`config.mk`:
```
export PLATFORM = sky130hd
export DESIGN_NAME = hwag_cfg_ctrl
export DESIGN_NICKNAME = d
export VERILOG_FILES = /design/src/rtl/hwag_cfg_pkg.sv /design/src/rtl/hwag_cfg_ctrl.sv
export SDC_FILE = /design/constraint.sdc
export NUM_CORES = 1
export LEC_CHECK = 0
export CAP_MARGIN = 20
export CORE_MARGIN = 5
export CORE_UTILIZATION = 44
export CTS_CLUSTER_SIZE = 8
export DETAILED_ROUTE_END_ITERATION = 16
export PLACE_DENSITY_LB_ADDON = 0.1
export SLEW_MARGIN = 15
export SYNTH_ARGS = -nofsm -noshare
export SYNTH_HDL_FRONTEND = slang
export SYNTH_SLANG_ARGS = --single-unit
```
`constraint.sdc`:
```
create_clock -name clk -period 2.2 [get_ports clk]
set_clock_uncertainty 0.15 [all_clocks]
set_input_delay 0.66 -clock clk [delete_from_list [all_inputs] [get_ports clk]]
set_output_delay 0.66 -clock clk [all_outputs]
set_load 0.02 [all_outputs]
```
`src/rtl/hwag_cfg_pkg.sv`:
```
// Shared types and constants for the hwag configuration sequencer.
package hwag_cfg_pkg;

  localparam int CFG_AW = 8;
  localparam int CFG_DW = 16;

  // hwag register map entries referenced by the default config table
  localparam logic [CFG_AW-1:0] HWATHNB     = 8'd4;
  localparam logic [CFG_AW-1:0] HWACR0      = 8'd63;
  localparam logic [CFG_AW-1:0] HWATHVL     = 8'd70;
  localparam logic [CFG_AW-1:0] HWAIGNCHRGL = 8'd127;

  typedef enum logic [2:0] {
    L_FETCH, L_WRITE, L_READ, L_WAIT, IDLE, H_WRITE, H_READ, H_WAIT
  } state_t;

  typedef struct packed {
    logic              verify;
    logic [CFG_AW-1:0] addr;
    logic [CFG_DW-1:0] data;
  } tbl_entry_t;

  function automatic tbl_entry_t mk_entry(input logic v,
                                          input logic [CFG_AW-1:0] a,
                                          input logic [CFG_DW-1:0] d);
    tbl_entry_t e;
    e.verify = v;
    e.addr   = a;
    e.data   = d;
    return e;
  endfunction

endpackage

```
`src/rtl/hwag_cfg_ctrl.sv`:
```
// hwag register-port sequencer: loads the config table after reset,
// then arbitrates the port to a host req/ack requester.
module hwag_cfg_ctrl
  import hwag_cfg_pkg::*;
#(
  parameter int TBL_LEN = 16,
  parameter int RD_LAT  = 1,
  parameter int AW      = 8,
  parameter int DW      = 16
) (
  input  logic            clk,
  input  logic            rst,
  output logic [7:0]      tbl_addr,
  input  logic [AW+DW:0]  tbl_data,
  output logic            ssram_we,
  output logic            ssram_re,
  output logic [AW-1:0]   ssram_addr,
  output logic [DW-1:0]   ssram_wdata,
  input  logic [DW-1:0]   ssram_rdata,
  input  logic            host_req,
  input  logic            host_we,
  input  logic [AW-1:0]   host_addr,
  input  logic [DW-1:0]   host_wdata,
  output logic            host_ack,
  output logic [DW-1:0]   host_rdata,
  input  logic            cfg_reload,
  output logic            cfg_done,
  output logic            cfg_err,
  output logic [AW-1:0]   err_addr
);

  localparam int         WCW      = (RD_LAT > 1) ? $clog2(RD_LAT) : 1;
  localparam logic [7:0] LAST_IDX = (TBL_LEN == 0) ? 8'd0 : 8'(TBL_LEN - 1);

  state_t          state_q, state_d;
  logic [7:0]      idx_q, idx_d;
  logic [WCW-1:0]  wcnt_q, wcnt_d;
  logic            op_verify_q, op_verify_d;
  logic [AW-1:0]   op_addr_q, op_addr_d;
  logic [DW-1:0]   op_data_q, op_data_d;
  logic            done_q, done_d;
  logic            err_q, err_d;
  logic [AW-1:0]   err_addr_q, err_addr_d;
  logic [DW-1:0]   rdata_q, rdata_d;

  logic            tbl_v;
  logic [AW-1:0]   tbl_a;
  logic [DW-1:0]   tbl_d;
  logic            wait_last;

  assign tbl_v     = tbl_data[AW+DW];
  assign tbl_a     = tbl_data[AW+DW-1:DW];
  assign tbl_d     = tbl_data[DW-1:0];
  assign wait_last = (wcnt_q == WCW'(RD_LAT - 1));

  assign tbl_addr  = idx_q;
  assign cfg_done  = done_q;
  assign cfg_err   = err_q;
  assign err_addr  = err_addr_q;

  // next-state, bus strobes and host handshake
  always_comb begin
    state_d     = state_q;
    idx_d       = idx_q;
    wcnt_d      = wcnt_q;
    op_verify_d = op_verify_q;
    op_addr_d   = op_addr_q;
    op_data_d   = op_data_q;
    done_d      = done_q;
    err_d       = err_q;
    err_addr_d  = err_addr_q;
    rdata_d     = rdata_q;
    ssram_we    = 1'b0;
    ssram_re    = 1'b0;
    ssram_addr  = '0;
    ssram_wdata = '0;
    host_ack    = 1'b0;
    host_rdata  = rdata_q;
    case (state_q)
      L_FETCH: begin
        if (TBL_LEN == 0) begin
          state_d = IDLE;
          done_d  = 1'b1;
        end else begin
          state_d = L_WRITE;
        end
      end
      L_WRITE: begin
        ssram_we    = 1'b1;
        ssram_addr  = tbl_a;
        ssram_wdata = tbl_d;
        op_verify_d = tbl_v;
        op_addr_d   = tbl_a;
        op_data_d   = tbl_d;
        state_d     = L_READ;
      end
      L_READ: begin
        ssram_re   = 1'b1;
        ssram_addr = op_addr_q;
        wcnt_d     = '0;
        state_d    = L_WAIT;
      end
      L_WAIT: begin
        wcnt_d = wcnt_q + 1'b1;
        if (wait_last) begin
          if (op_verify_q && (ssram_rdata != op_data_q)) begin
            err_d = 1'b1;
            if (!err_q) err_addr_d = op_addr_q;
          end
          if (idx_q == LAST_IDX) begin
            state_d = IDLE;
            done_d  = 1'b1;
          end else begin
            idx_d   = idx_q + 8'd1;
            state_d = L_FETCH;
          end
        end
      end
      IDLE: begin
        if (cfg_reload) begin
          done_d     = 1'b0;
          err_d      = 1'b0;
          err_addr_d = '0;
          idx_d      = '0;
          state_d    = L_FETCH;
        end else if (host_req) begin
          op_addr_d = host_addr;
          op_data_d = host_wdata;
          state_d   = host_we ? H_WRITE : H_READ;
        end
      end
      H_WRITE: begin
        ssram_we    = 1'b1;
        ssram_addr  = op_addr_q;
        ssram_wdata = op_data_q;
        host_ack    = 1'b1;
        state_d     = IDLE;
      end
      H_READ: begin
        ssram_re   = 1'b1;
        ssram_addr = op_addr_q;
        wcnt_d     = '0;
        state_d    = H_WAIT;
      end
      H_WAIT: begin
        wcnt_d = wcnt_q + 1'b1;
        if (wait_last) begin
          // read data is forwarded in the ack cycle and held afterwards
          host_ack   = 1'b1;
          host_rdata = ssram_rdata;
          rdata_d    = ssram_rdata;
          state_d    = IDLE;
        end
      end
      default: state_d = L_FETCH;
    endcase
  end

  // state and datapath registers, synchronous active-low reset
  always_ff @(posedge clk) begin
    if (!rst) begin
      state_q     <= L_FETCH;
      idx_q       <= '0;
      wcnt_q      <= '0;
      op_verify_q <= 1'b0;
      op_addr_q   <= '0;
      op_data_q   <= '0;
      done_q      <= 1'b0;
      err_q       <= 1'b0;
      err_addr_q  <= '0;
      rdata_q     <= '0;
    end else begin
      state_q     <= state_d;
      idx_q       <= idx_d;
      wcnt_q      <= wcnt_d;
      op_verify_q <= op_verify_d;
      op_addr_q   <= op_addr_d;
      op_data_q   <= op_data_d;
      done_q      <= done_d;
      err_q       <= err_d;
      err_addr_q  <= err_addr_d;
      rdata_q     <= rdata_d;
    end
  end

endmodule

```
==> qor_table.md, run 1 <==
| Step | Item | Value |
| --- | --- | --- |
| run status | Outcome | finished, violations left |
| run status | Violations in the final reports | negative setup slack |
| critical path | Library cell contributing the largest single delay on the critical path | sky130_fd_sc_hd__dfxtp_4 |
| synth | Distinct cell type count of the synthesized netlist | 42 |
| routing | Via density | 5.25 |
| cts | Later-pin clock latency in the skew report | 0.34 ns |
| routing | Routed WL | 11,200 µm |
| layout | Non-Filler Instances | 658 |
| routing | Vias | 3,455 |
| grt | Total routing usage reported by global routing | 22.9% |
| layout | Cell area after layout | 5540 µm² |
| timing | Hold Vio Cnt, Final | 0 |
| timing | Minimum setup slack in the final design | -0.217 ns |
| place | Number of port buffers | 130 |
| pwr | Power Dens Cells | 499 nW/µm² |
| timing | Headroom to the max-slew limit | 78.3% |
| synth | Fraction of registers with async set/reset | 0% |
| place | Area post-placement | 5070 µm² |
| layout | Layout overhead on the synthesized area | 64.0% |
| synth | Dominant combinational cell family by area after synthesis | simple AND/OR/NAND/NOR gates |
| synth | Multiplexer area fraction after synthesis | 11.3% |
| place | Routability congestion estimate | 0.844 |
| synth | Simple logic cell fraction of the synthesized area | 23.1% |
| synth | Post-synth top area share | 37.3% |
| synth | Share of the synthesized area in compound gates (AO/OA/AOI/OAI) | 18.0% |
| layout | Final net count | 620 |
| layout | Layout cell share with drive strength beyond 1 | 30.9% |
| timing | Final count of pins violating max slew | 0 |
| routing | First-pass iteration count of the detailed router | 4 |
| critical path | Critical path peak fanout | 8 |
| critical path | Critical Path Most Common Cell | sky130_fd_sc_hd__buf_6 |
| synth | Post-synthesis xor/xnor area fraction | 5.71% |
| timing | Post-route fraction of the period consumed by the critical path | 110% |
| cts | Master cell of the clock root buffer | sky130_fd_sc_hd__clkbuf_8 |
| floorplanning | Die Y-Extent | 97.6 µm |
| cts | CTS tree | done |
| grt | Met3 Use GR | 6.10% |
| floorplanning | Die span in x | 97.6 µm |
| cts | Number of H-tree levels | 3 |
| floorplanning | Number of placement rows | 32 |
| synth | Sequential fraction of the synthesis area | 37.3% |
| cts | Clock-pin transition on the worst setup and hold timing paths | 0.07 ns |
| synth | Adder-cell share of the synthesized area | 0.371% |
| floorplanning | Core outline area | 7610 µm² |
| cts | Num CTS Buffers | 9 |
| timing | Slew at the pin closest to its max-slew limit | 0.317 ns |
| routing | First-iteration detailed-routing DRC count | 172 |
| synth | Number of synthesized register bits | 63 |
| synth | Synth area leaders | sky130_fd_sc_hd__dfxtp_1 37%, sky130_fd_sc_hd__nand2_1 7.3%, sky130_fd_sc_hd__o211a_1 7.1% |
| routing | Post-route DRC | 0 |
| synth | Top-count cell post-synth | sky130_fd_sc_hd__nand2_1 |
| critical path | Path type of the worst setup path | reg -> out |
| synth | Total nets after synthesis | 454 |
| critical path | Crit path arrival time | 1.61 ns |
| floorplanning | DIE AREA | 9530 µm² |
| floorplanning | Initial Utilization | 44.4% |
| worst hold path | Hold crit path type | reg -> reg |
| timing | Time the worst path needs with I/O delays and setup | 2.42 ns |
| grt | Antenna violations before repair | 2 |
| critical path | Type of destination of the critical path | output pin |
| critical path | Largest incremental delay on the critical path | 0.36 ns |
| grt | Grt met2 use | 39.4% |
| synth | Library cell occupying the most area in the post-synthesis netlist | sky130_fd_sc_hd__dfxtp_1 |
| grt | Most congested layer reported by global routing | met2 |
| critical path | List of cells traversed by the critical path | buf_6, nand4b_4, clkbuf_16, mux2_2, buf_6 |
| layout | Fill cell total of the finished layout | 589 |
| run | # Max-Cap Violations | 0 |
| critical path | CP top delay family | buffers and inverters |
| floorplanning | I/O pin cnt | 131 |
| cts | Quantity of hold-fixing buffers added after cts | 0 |
| routing | Post-route antenna net violation count | 0 |
| critical path | Critical path required time | 1.39 ns |
| synth | Mean area per synthesized cell | 8.82 µm² |
| pwr | Maximum vdd drop | 0.328 mV |
| critical path | Setup crit start kind | register |
| grt | Residual overflow from global routing | 0 |
| grt | Number of global-route vias before repair | 3,566 |
| synth | Most used DFF post-synth | sky130_fd_sc_hd__dfxtp_1 |
| pwr | Static leakage | 2.68 nW |
| cts | Maximum count of clock buffers along a single path | 2 |
| synth | Post-Syn Instances | 383 |
| grt | Met1 Resource Use GR | 26.6% |
| critical path | Number of buffer and inverter instances along the worst setup path | 3 |
| grt | Maximum number of pins on one net before global-route repair | 58 |
| timing | Max Clk Rate | 414 MHz |
| place | Placed instance count | 629 |
| timing | Setup repair after global routing missed its margin | yes |
| synth | Warning count from the yosys run | 0 |
| routing | Wire length per cell | 17.1 µm |
| cts | Number of clock sinks | 63 |
| timing | Total of endpoints with negative setup slack in the final report | 26 |
| grt | Global-route wire length before repair | 17,700 µm |
| synth | Number of flops mapped to enable cells by yosys | 0 |
| synth | Post-synthesis cell area | 3380 µm² |
| place | Detailed placement HPWL | 7750 µm |
| synth | Cell types with the highest counts after synthesis | 66 x sky130_fd_sc_hd__nand2_1, 63 x sky130_fd_sc_hd__dfxtp_1, 30 x sky130_fd_sc_hd__nand3_1, 30 x sky130_fd_sc_hd__nor2_1, 24 x sky130_fd_sc_hd__o211a_1 |
| layout | Final Util | 72.8% |
==> power by group <==
| part | internal (mW) | switching, mW |
|---|---|---|
| logic | 0.336 | 0.298 |
| registers | 1.19 | 0.0608 |
| clock network | 0.398 | 0.479 |
==> placed cells by master (no fill, tap or decap), drive strengths merged, types with 3 or more instances in the layout <==
master	count
and2	19
o211a	24
a211oi	4
dlymetal6s2s	7
nand2	67
dfxtp	63
clkdlybuf4s15	4
clkinv	5
nand3	30
clkbuf	14
xnor2	6
a21boi	5
a22o	8
o21ai	7
nor4	4
o2bb2ai	9
dlygate4sd2	27
buf	94
mux2i	20
inv	3
a21oi	4
mux2	16
nor2	31
clkdlybuf4s50	46
xor2	16
nor2b	3
==> repair_timing <==
| action | in CTS | in global routing |
|---|---|---|
| endpoints found under the hold margin | 0 | 0 |
| endpoints found under the setup margin | 56 | 53 |
| gates cloned | 1 | 1 |
| pin swaps | 21 | 18 |
| buffers inserted | 3 | 6 |
| resized for setup | 280 | 48 |
==> worst reg2reg max path, cell delays in order (launching register included) <==
cell                        delay [ns]
sky130_fd_sc_hd__dfxtp_4          0.36
sky130_fd_sc_hd__buf_12           0.14
sky130_fd_sc_hd__buf_12           0.14
sky130_fd_sc_hd__buf_4            0.17
sky130_fd_sc_hd__and3b_2          0.32
sky130_fd_sc_hd__nand3_1          0.17
sky130_fd_sc_hd__nor4bb_4         0.34
sky130_fd_sc_hd__buf_12           0.18
sky130_fd_sc_hd__o2bb2ai_1        0.11
==> sequential cells by signal, indices dropped and copies added (netlist names) <==
name / flops
state_q: 3
cfg_err: 1
rdata_q: 16
wcnt_q: 1
op_addr_q: 8
op_data_q: 16
cfg_done: 1
err_addr: 8
tbl_addr: 8
op_verify_q: 1
==> worst paths after layout <==
path | startpoint | endpoint | slack, ns | cells after the start
hold reg to reg | err_addr[4] | err_addr[4] | 0.32 | 2
setup reg to reg | state_q[2] | err_addr[4] | 0.07 | 8
setup / recovery | state_q[0] | host_rdata[3] | -0.22 | 5
hold / removal | err_addr[4] | err_addr[4] | 0.32 | 2
==> metrics by stage <==
step | worst slack, ns | hold slack [ns] | total power [mW] | TNS (ns)
after floorplan | 0.000730 | 0.306 | 1.53 | 0
after global placement | -0.672 | 0.287 | 1.87 | -30.74
after detailed placement | -0.708 | 0.297 | 1.88 | -32.13
after CTS | -0.233 | 0.321 | 2.75 | -4.89
after global routing | -0.274 | 0.336 | 2.89 | -6.81
final | -0.217 | 0.324 | 2.77 | -4.95
==> per-layer routing <==
metal	share of wire, %	wire [µm]	vias to the layer above
li1	-	-	1681
met2	51	5720	113
met1	40	4550	1642
met5	0	0	-
met3	6.2	698	19
met4	2.4	265	0
==> cell type report <==
class                           count  area [µm²]  area share (%)
Tap cell                          102         128            2.30
Antenna cell                        2        5.00          0.0904
Timing Repair Buffer              183        1790            32.2
Multi-Input combinational cell    289        2170            39.2
Inverter                            3        11.3           0.203
Clock inverter                      7        40.0           0.723
Clock buffer                        9         124            2.24
Sequential cell                    63        1270            23.0
==> cell families (layout without fill, tap and decap cells) <==
kind of cell	after synthesis	in the layout
DFF	63	63
xor gates and xnor gates	22	22
buffers and inverters	31	202
adders and majority gates	1	1
other	0	2
and+or+nand+nor	164	164
muxes	36	36
AOI/OAI and AO/OA	66	66
No activity file was read; power rests on OpenSTA's default activity.
==> run 2, diff against run 1 <==
Settings changed: PLACE_DENSITY set to 0.8, PLACE_DENSITY_LB_ADDON 0.1 to not set, REMOVE_ABC_BUFFERS set to 1.
==> run 2 against run 1 <==
  * The flow still finishes with violations (negative setup slack)
  * Sequential share of layout area barely moved
  * Worst setup slack improved by 0.036 ns
  * Wire length fell by 7.3%
  * Maximum frequency rose by 1.5%
==> qor_table.md, run 2 (same netlist as run 1, synthesis figures left out) <==
| Step | Item | Value |
| --- | --- | --- |
| routing | Wire length per cell | 15.9 µm |
| floorplanning | I/O pin cnt | 131 |
| floorplanning | DIE AREA | 9530 µm² |
| timing | Final count of pins violating max slew | 0 |
| critical path | Worst-case reg-to-reg path depth | 7 |
| cts | Clock-pin transition on the worst setup and hold timing paths | 0.07 ns |
| critical path | Start point of the critical path | state_q[0] |
| layout | Cell area after layout | 5520 µm² |
| grt | Global-route wire length before repair | 16,600 µm |
| run status | Violations in the final reports | negative setup slack |
| critical path | Worst reg2reg setup slack | 0.04 ns |
| critical path | Setup crit start kind | register |
| grt | Maximum number of pins on one net before global-route repair | 31 |
| place | Detailed placement HPWL | 7380 µm |
| cts | Quantity of hold-fixing buffers added after cts | 0 |
| cts | Number of H-tree levels | 3 |
| routing | Vias | 3,388 |
| cts | Later-pin clock latency in the skew report | 0.34 ns |
| critical path | Crit path arrival time | 1.57 ns |
| critical path | Last element of the critical path | host_rdata[13] |
| layout | Final Util | 72.5% |
| floorplanning | Die span in x | 97.6 µm |
| critical path | Capture instance of the worst register-to-register path | err_addr[6] |
| cts | Maximum count of clock buffers along a single path | 2 |
| timing | Total of endpoints with negative setup slack in the final report | 29 |
| floorplanning | Core outline area | 7610 µm² |
| cts | Num CTS Buffers | 9 |
| cts | Number of clock sinks | 63 |
| grt | Number of global-route vias before repair | 3,374 |
| timing | Setup repair after global routing missed its margin | yes |
| floorplanning | Initial Utilization | 44.4% |
| run status | Outcome | finished, violations left |
| pwr | Register share of total power | 40.3% |
| layout | Most frequent standard cell in the layout excluding fill and tap cells | sky130_fd_sc_hd__nand2_1 |
| pwr | Power Dens Cells | 562 nW/µm² |
| timing | Headroom to the max-slew limit | 64.4% |
| routing | First-iteration detailed-routing DRC count | 131 |
| place | Worst setup timing slack at the placement stage | -0.579 ns |
| timing | Tightest hold margin | 0.310 ns |
| grt | Residual overflow from global routing | 0 |
| cts | Master cell of the clock root buffer | sky130_fd_sc_hd__clkbuf_8 |
| critical path | Critical path peak fanout | 6 |
| critical path | Type of destination of the critical path | output pin |
| routing | Post-route antenna net violation count | 0 |
| pwr | Internal cell power | 2.32 mW |
| pwr | Logic pwr share | 19.4% |
| timing | Time the worst path needs with I/O delays and setup | 2.38 ns |
| routing | Via density | 5.17 |
| pwr | Switching power | 778 µW |
| layout | Layout cell share with drive strength beyond 1 | 29.3% |
| timing | Slew at the pin closest to its max-slew limit | 0.533 ns |
| pwr | Portion of total power attributed to the clock network | 40.3% |
| cts | CTS tree | done |
| critical path | Startpoint of the most critical register-to-register path | state_q[2] |
| grt | Total routing usage reported by global routing | 21.0% |
| pwr | Static leakage | 2.72 nW |
| layout | Inserted Diodes | 0 |
| pwr | Maximum vdd drop | 0.298 mV |
| routing | Routed WL | 10,400 µm |
| grt | Antenna violations before repair | 0 |
| timing | Post-route fraction of the period consumed by the critical path | 108% |
| place | Routability congestion estimate | 0.820 |
| timing | Minimum setup slack in the final design | -0.181 ns |
| routing | First-pass iteration count of the detailed router | 4 |
| timing | Max Clk Rate | 420 MHz |
| layout | Final net count | 620 |
| routing | Post-route DRC | 0 |
| pwr | Tot Pwr | 3.10 mW |
| critical path | Critical path required time | 1.39 ns |
| place | Number of port buffers | 130 |
| layout | Layout overhead on the synthesized area | 63.4% |
| run | # Max-Cap Violations | 0 |
| critical path | Path type of the worst setup path | reg -> out |
| floorplanning | Die Y-Extent | 97.6 µm |
| timing | Hold Vio Cnt, Final | 0 |
| worst hold path | Hold crit path type | reg -> reg |
| place | Area post-placement | 5070 µm² |
| layout | Regs by FF count | op_data_q x16, rdata_q x16 |
| layout | Commonest cells after routing, fill and taps aside | 65 x sky130_fd_sc_hd__nand2_1, 60 x sky130_fd_sc_hd__dfxtp_1, 54 x sky130_fd_sc_hd__buf_4 |
| pwr | Switching power share of the total | 25.1% |
| floorplanning | Number of placement rows | 32 |
[run 2: cell types whose count changed in the layout (fill, tap and decap cells not counted), moves of 4 or more]
cell                        previous run  this run
sky130_fd_sc_hd__o2bb2ai_2             7         1
sky130_fd_sc_hd__clkinv_2              5         0
sky130_fd_sc_hd__mux2_4                4         0
sky130_fd_sc_hd__buf_12                9         5
sky130_fd_sc_hd__o2bb2ai_1             2         8
sky130_fd_sc_hd__mux2_2               12        16
[run 2: per-layer routing]
metal	track usage (%)	share of wire, %	vias to the layer above
met3	5.96	6.4	16
met1	25.0	42	1590
met5	0	0	-
met2	36.4	50	106
met4	7.03	1.6	0
li1	-	-	1676
[run 2: layout make-up]
cell class / count / area [µm²]
Multi-Input combinational cell: 289 / 2110
Fill cell: 564 / 2090
Timing Repair Buffer: 183 / 1750
Sequential cell: 63 / 1270
Clock buffer: 12 / 155
Tap cell: 102 / 128
Clock inverter: 3 / 90.1
Inverter: 3 / 11.3
[run 2: worst min path at each step]
| stage | startpoint | end | slack (ns) | cells past startpoint |
|---|---|---|---|---|
| floorplan | op_addr_q[0] | err_addr[0] | 0.31 | 1 |
| global placement | err_addr[7] | err_addr[7] | 0.30 | 2 |
| detailed placement | err_addr[2] | err_addr[2] | 0.30 | 2 |
| CTS | err_addr[2] | err_addr[2] | 0.31 | 2 |
| global route | err_addr[2] | err_addr[2] | 0.33 | 2 |
| finish | err_addr[4] | err_addr[4] | 0.31 | 2 |
[run 2: what timing repair did]
item,CTS,global route
gates cloned,1,1
pin swaps,24,26
endpoints found under the setup margin,55,51
resized for setup,278,36
buffers inserted,3,6
[run 2: critical path, stage by stage, from the launching register on]
cell,delay (ns)
sky130_fd_sc_hd__dfxtp_4,0.35
sky130_fd_sc_hd__buf_6,0.12
sky130_fd_sc_hd__nand4b_4,0.11
sky130_fd_sc_hd__clkbuf_16,0.17
sky130_fd_sc_hd__mux2_2,0.35
sky130_fd_sc_hd__buf_6,0.14
[run 2: power groups by stage]
stage / Combinational [mW] / Sequential (mW) / Clock [mW]
3_5_place_dp: 0.599 / 1.27 / 0
6_report: 0.600 / 1.25 / 1.25
3_3_place_gp: 0.588 / 1.27 / 0
5_1_grt: 0.647 / 1.26 / 1.33
2_1_floorplan: 0.243 / 1.26 / 0
4_1_cts: 0.586 / 1.25 / 1.26
[run 2: through the flow]
stage	TNS, ns	cells
2_1_floorplan	-48.67	355
3_3_place_gp	-29.61	633
3_5_place_dp	-32.17	633
4_1_cts	-4.51	650
5_1_grt	-6.49	655
6_report	-3.70	655
